$ cat src/rtl/slc3_input_conditioner_if.sv
// Button/switch bundle between the raw board inputs and the input conditioner.
// master drives the raw inputs; slave is the conditioner itself.
interface slc3_input_conditioner_if #(
    parameter int unsigned SW_WIDTH = 10
);
    logic                run_n_i;
    logic                continue_n_i;
    logic [SW_WIDTH-1:0] sw_i;
    logic                run_pulse_o;
    logic                continue_pulse_o;
    logic                run_level_o;
    logic                continue_level_o;
    logic [SW_WIDTH-1:0] sw_sync_o;

    modport master (
        output run_n_i, continue_n_i, sw_i,
        input  run_pulse_o, continue_pulse_o, run_level_o, continue_level_o, sw_sync_o
    );

    modport slave (
        input  run_n_i, continue_n_i, sw_i,
        output run_pulse_o, continue_pulse_o, run_level_o, continue_level_o, sw_sync_o
    );
endinterface

$ cat src/rtl/slc3_input_conditioner.sv
// Synchronizes and debounces the Run/Continue buttons and synchronizes the slide switches.
// Define BTN_DEBOUNCE_EN to compile in the per-button debounce counters.
//
// state    | meaning
// RELEASED | debounced button level 0
// PRESSED  | debounced button level 1
module slc3_input_conditioner #(
    parameter int unsigned DB_CYCLES = 500000,
    parameter int unsigned SW_WIDTH  = 10
) (
    input logic                    clk_i,
    input logic                    rst_i,
    slc3_input_conditioner_if.slave io
);
    typedef enum logic {RELEASED = 1'b0, PRESSED = 1'b1} btn_state_e;

    if (DB_CYCLES == 0 || DB_CYCLES > 32'd1048576) begin : g_bad_db_cycles
        $error("DB_CYCLES must lie in 1..2^20");
    end

    logic [1:0]          btn_s1_q;
    logic [1:0]          btn_s2_q;
    logic [SW_WIDTH-1:0] sw_s1_q;
    logic [SW_WIDTH-1:0] sw_s2_q;
    logic [1:0]          level_w;
    logic [1:0]          pulse_w;

    // Buttons reset to the released (high) level so a held button reads as a fresh press.
    always_ff @(posedge clk_i or posedge rst_i) begin
        if (rst_i) begin
            btn_s1_q <= 2'b11;
            btn_s2_q <= 2'b11;
            sw_s1_q  <= '0;
            sw_s2_q  <= '0;
        end else begin
            btn_s1_q <= {io.continue_n_i, io.run_n_i};
            btn_s2_q <= btn_s1_q;
            sw_s1_q  <= io.sw_i;
            sw_s2_q  <= sw_s1_q;
        end
    end

    // Index 0 is Run, index 1 is Continue.
    for (genvar b = 0; b < 2; b++) begin : g_btn
        btn_state_e state_q;
        btn_state_e state_d;
        logic       pulse_q;
        logic       pulse_d;
        logic       pressed;

        assign pressed = ~btn_s2_q[b];

`ifdef BTN_DEBOUNCE_EN
        localparam int unsigned CW = $clog2(DB_CYCLES + 1);

        logic [CW-1:0] cnt_q;
        logic [CW-1:0] cnt_d;
        logic          rise_q;
        logic          rise_d;

        // Counter only runs while the sample disagrees with the level, so it stays below DB_CYCLES.
        always_comb begin
            state_d = state_q;
            cnt_d   = '0;
            rise_d  = 1'b0;
            pulse_d = rise_q;
            if ((state_q == PRESSED) != pressed) begin
                if (cnt_q == CW'(DB_CYCLES - 1)) begin
                    state_d = pressed ? PRESSED : RELEASED;
                    rise_d  = pressed;
                end else begin
                    cnt_d = cnt_q + CW'(1);
                end
            end
        end

        always_ff @(posedge clk_i or posedge rst_i) begin
            if (rst_i) begin
                cnt_q  <= '0;
                rise_q <= 1'b0;
            end else begin
                cnt_q  <= cnt_d;
                rise_q <= rise_d;
            end
        end
`else
        // Without debounce the pulse registers on the same edge the level follows the sample.
        always_comb begin
            state_d = pressed ? PRESSED : RELEASED;
            pulse_d = (state_q == RELEASED) && pressed;
        end
`endif

        always_ff @(posedge clk_i or posedge rst_i) begin
            if (rst_i) begin
                state_q <= RELEASED;
                pulse_q <= 1'b0;
            end else begin
                state_q <= state_d;
                pulse_q <= pulse_d;
            end
        end

        assign level_w[b] = (state_q == PRESSED);
        assign pulse_w[b] = pulse_q;
    end

    assign io.run_pulse_o      = pulse_w[0];
    assign io.continue_pulse_o = pulse_w[1];
    assign io.run_level_o      = level_w[0];
    assign io.continue_level_o = level_w[1];
    assign io.sw_sync_o        = sw_s2_q;
endmodule
$ cat src/flat_wrapper.sv
// flat-port wrapper written by rule: the top's interface ports become plain ports
module slc3_input_conditioner_flat 
#(
    parameter int unsigned DB_CYCLES = 500000,
    parameter int unsigned SW_WIDTH  = 10
)
  (clk_i, rst_i, io_run_n_i, io_continue_n_i, io_sw_i, io_run_pulse_o, io_continue_pulse_o, io_run_level_o, io_continue_level_o, io_sw_sync_o);
  slc3_input_conditioner_if #(.SW_WIDTH(SW_WIDTH)) io_i ();
  input logic clk_i;
  input logic rst_i;
  input wire logic [$bits(io_i.run_n_i)-1:0] io_run_n_i;
  input wire logic [$bits(io_i.continue_n_i)-1:0] io_continue_n_i;
  input wire logic [$bits(io_i.sw_i)-1:0] io_sw_i;
  output wire logic [$bits(io_i.run_pulse_o)-1:0] io_run_pulse_o;
  output wire logic [$bits(io_i.continue_pulse_o)-1:0] io_continue_pulse_o;
  output wire logic [$bits(io_i.run_level_o)-1:0] io_run_level_o;
  output wire logic [$bits(io_i.continue_level_o)-1:0] io_continue_level_o;
  output wire logic [$bits(io_i.sw_sync_o)-1:0] io_sw_sync_o;
  assign io_i.run_n_i = io_run_n_i;
  assign io_i.continue_n_i = io_continue_n_i;
  assign io_i.sw_i = io_sw_i;
  assign io_run_pulse_o = io_i.run_pulse_o;
  assign io_continue_pulse_o = io_i.continue_pulse_o;
  assign io_run_level_o = io_i.run_level_o;
  assign io_continue_level_o = io_i.continue_level_o;
  assign io_sw_sync_o = io_i.sw_sync_o;
  slc3_input_conditioner #(.DB_CYCLES(DB_CYCLES), .SW_WIDTH(SW_WIDTH)) u_core (.clk_i(clk_i), .rst_i(rst_i), .io(io_i));
endmodule
$ cat config.mk
export PLATFORM = sky130hd
export DESIGN_NAME = slc3_input_conditioner_flat
export DESIGN_NICKNAME = d
export VERILOG_FILES = /design/src/rtl/slc3_input_conditioner_if.sv /design/src/rtl/slc3_input_conditioner.sv /design/src/flat_wrapper.sv
export SDC_FILE = /design/constraint.sdc
export NUM_CORES = 1
export LEC_CHECK = 0
export ABC_AREA = 1
export BUFFER_PORTS_ARGS = -buffer_cell sky130_fd_sc_hd__buf_2
export CAP_MARGIN = 20
export CORE_MARGIN = 2
export CORE_UTILIZATION = 45
export CTS_CLUSTER_SIZE = 24
export DETAILED_ROUTE_END_ITERATION = 6
export PLACE_DENSITY = 0.78
export SYNTH_ARGS = -nofsm -noshare
export SYNTH_HDL_FRONTEND = slang
export SYNTH_SLANG_ARGS = --single-unit
$ cat constraint.sdc
create_clock -name clk_i -period 1.2 [get_ports clk_i]
set_clock_uncertainty 0.1 [all_clocks]
set_input_delay 0.18 -clock clk_i [delete_from_list [all_inputs] [get_ports clk_i]]
set_output_delay 0.18 -clock clk_i [all_outputs]
set_load 0.05 [all_outputs]
# Word level (Yosys, flattened, before mapping)
# Cells that the tools add are included.
totals:
  register_bits: 28
  latchBits: 0
  ramBits: 0
  rom_bits: 0
  input_bits: 14
  output_inout_bits: 14
  word_cells: 16
  memories: 0
op_classes:
  add_sub_neg: 0
  mul: 0
  div_mod_pow: 0
  n_lt_le_gt_ge: 0
  eq_ne: 0
  shifts: 0
  muxes: 2
  bitwise: 4
  reduce_logical: 2
op_table:
  columns: ["cell", "count"]
  rows:
  - ["1-bit inverter", 4]
  - ["1-bit logical AND", 2]
  - ["1-bit 2-to-1 mux", 2]

# Depth between registers and ports, before layout
logic_depth:
  word_depth: 2
  depth_mapped: 1
  depth_no_buf: 1

# Least setup slack after synthesis
# No wires, ideal clock.
synth_timing:
  kind: "register to register"
  startpoint: "register u_core.g_btn[1].state_q (netlist: u_core.io.continue_level_o)"
  endpoint: "register u_core.g_btn[1].pulse_q (netlist: u_core.io.continue_pulse_o)"
  setup_time_ns: 0.139
  arrival_time_ns: 0.666
  required_time_ns: 0.961
  slack_ns: 0.295
  path_stages_with_launch: 2
  path_buffers: 0
  period_less_slack_ns: 0.905
  path_cell_list: "dfrtp_1 > nor2_1"
synth_between:
  elab_chain_len: 2
synth_rtl:
  columns: ["item", "line", "source"]
  rows:
  - ["start: declaration", "slc3_input_conditioner.sv:45", "btn_state_e state_q;"]
  - ["start signal: assignment", "slc3_input_conditioner.sv:99", "state_q <= state_d;"]
  - ["1-bit inverter", "slc3_input_conditioner.sv:90", "pulse_d = (state_q == RELEASED) && pressed;"]
  - ["1-bit logical AND", "slc3_input_conditioner.sv:90", null]
  - ["named net u_core.g_btn[1].pulse_d", "slc3_input_conditioner.sv:48", "logic pulse_d;"]
  - ["end signal: assignment", "slc3_input_conditioner.sv:100", "pulse_q <= pulse_d;"]
  - ["end: declaration", "slc3_input_conditioner.sv:47", "logic pulse_q;"]
# The timed path passes the listed nets, and every way through them passes these cells.

# Final worst setup path
layout_timing:
  startpoint: "register u_core.sw_s2_q[9] (netlist: u_core.io.sw_sync_o[9])"
  endpoint: "output io_sw_sync_o[9]"
layout_rtl:
  columns: ["item", "line", "source"]
  rows:
  - ["start: declaration", "slc3_input_conditioner.sv:24", "logic [SW_WIDTH-1:0] sw_s2_q;"]
  - ["start signal: assignment", "slc3_input_conditioner.sv:39", "sw_s2_q <= sw_s1_q;"]
  - ["end: declaration", "flat_wrapper.sv:18", "output wire logic [$bits(io_i.sw_sync_o)-1:0] io_sw_sync_o;"]
# No word-level cell between the ends.

==> metrics.cfg <==
[status]
status=completed

[critical_path]
criticalPathCategory=reg -> out
cp_data_arrival_time_ps=910
worst_path_max_delay_cell=dfrtp_1
rrSetupSlack_ps=400
cp-start-kind=flop
cpLargestDelayFamily=flip-flops
r2r-end=u_core.io.continue_pulse_o$_DFF_PP0_
r2r-start=u_core.io.continue_level_o$_DFF_PP0_
crit_buf_inv=1
rr_worst_depth=2
crit_fanout=1
required_ps=920
worstPathCellList=buf_4
slowest_delay_ps=390
crit_path_end_kind=primary output
crit_cells=1

[sta]
drv_slew=0
finalSetupViolCount=0
period_needed_ps=1190
rsz0062_at_grt=true
tightest_slew_ps=326
period_share_pct=99.1
maxSlewHeadroom_pct=78.3
fmax_mhz=841
hold_violations=0

[clock_network]
clock_sinks=28
clockRootBuffer=clkbuf_4
clk_latency_ps=330
clk_pin_slew_worst_paths_ps=150
cts_tree=built
htree_num_levels=1
cts_buffer_depth=2
cts_buffers=3

[route]
drc=0
via_per_inst=4.41
vias=423
drt-pass1-iter-count=4
wire_per_inst_um=15.5
ant_nets=0
routed_wl_mm=1.49
drt-initial-drc-count=2

[power_and_ir_drop]
p_per_area_nw_per_um2=1480
irDropWorstVdd_v=0.000734
leakage_nw=0.565
finalPower_mw=1.69

[floorplanning]
row_count=14
core_region_area_sq_um=1510
io_pins=28
die_x_um=44.1
fp.dieH_um=44.1
design.die.area_sq_um=1950
start_util_pct=48.1

[yosys]
yosysWarnings=0
synth_seq_cells=28
ys_types=4
synth.cell_area_sq_um=724
synth_nets=47
ys_seq_area_share_pct=97.4
synth.avg_cell_area_sq_um=22.0
netlist_instances=33

[finish]
drive_above_1_share_pct=47.5
nets=95
diodes=0
area_growth_pct=57.5
final_cell_mix=dfrtp_1 (24), dlygate4sd3_1 (13), buf_2 (13)
final_util_pct=75.7
final_common_cell=dfrtp_1

[min_path]
min_path_cells=0
timing.hold.worst.class=reg -> reg
hold_path_end=u_core.io.sw_sync_o[3]$_DFF_PP0_
hold_start=u_core.sw_s1_q[3]$_DFF_PP0_

[grt]
grt_pass1_vias=394
overflow=0
grt_max_degree=29
grt_usage_pct=13.9
antenna_found_initial=0
grt_pass1_wl_mm=1.74

[placed_design]
port_buffers=27
place_congestion=0.623

[job]
cap_violations=0

-- logic make-up after synthesis --
logic type | count (synthesis) | share of synthesized area (%)
buffers and inverters | 3 | 1.55
flip-flops | 28 | 97.4
AND/OR/NAND/NOR | 2 | 1.04
-- per-stage QoR --
stage               setup TNS (ps)  hold slack (ps)  cell area, sq um  std cells  setup slack [ps]
detailed placement               0              149               887         77               311
global placement                 0              140               887         77               349
CTS                              0              265              1090         95              1.49
global route                  -106              274              1140         96             -21.9
floorplan                        0             84.5               724         33               295
finish                           0              266              1140         96              11.2
-- power breakdown --
group | internal [mW] | total, mW | switching (mW) | leakage [nW]
sequential | 0.997 | 1.02 | 0.0216 | 0.324
combinational | 0.0913 | 0.221 | 0.129 | 0.220
clock | 0.186 | 0.456 | 0.270 | 0.0210
total | 1.27 | 1.69 | 0.421 | 0.565
-- synthesized netlist by cell type, drive strengths merged --
cell | number | area, sq um
dfrtp | 24 | 601
dfstp | 4 | 105
inv | 3 | 11.3
nor2 | 2 | 7.51
-- final cells by class --
class                           count  area [sq um]
Sequential cell                    28           706
Clock buffer                        4          36.3
Tap cell                           16          20.0
Inverter                            3          11.3
Timing Repair Buffer               43           360
Multi-Input combinational cell      2          7.51
Fill cell                          85           365
-- registers in the layout, summed over array words and instances (netlist names) --
signal and cells:
u_core.io.continue_pulse_o 1, u_core.btn_s1_q 2, u_core.io.run_pulse_o 1, u_core.sw_s1_q 10, u_core.btn_s2_q 2, u_core.io.sw_sync_o 10, u_core.io.run_level_o 1, u_core.io.continue_level_o 1
-- routing by layer --
metal  up-vias  part of all wire, %  track usage [%]  wire, um
li1        189                    -                -         -
met2        22                   57             22.9       846
met1       208                   36             14.1       543
met4         0                  2.9             14.5        44
met5         -                    0                0         0
met3         4                  4.0             2.45        59
-- worst max-delay path by stage --
stage,startpoint,slack [ps],to
after floorplan,u_core.io.continue_level_o$_DFF_PP0_,300,u_core.io.continue_pulse_o$_DFF_PP0_
after global placement,u_core.io.continue_level_o$_DFF_PP0_,350,io_continue_level_o
after detailed placement,u_core.io.continue_level_o$_DFF_PP0_,310,io_continue_level_o
after CTS,u_core.io.sw_sync_o[4]$_DFF_PP0_,1,io_sw_sync_o[4]
after global routing,u_core.io.continue_level_o$_DFF_PP0_,-20,io_continue_level_o
final,u_core.io.sw_sync_o[9]$_DFF_PP0_,10,io_sw_sync_o[9]
-- timing repair --
| action | 4_1_cts | 5_1_grt |
|---|---|---|
| buffers inserted | 1 | 1 |
| endpoints found under the hold margin | 36 | 0 |
| hold buffers | 13 | 0 |
| endpoints found under the setup margin | 10 | 12 |
| gates resized for setup | 12 | 16 |
Note: power is estimated with default switching activity, not from simulation.
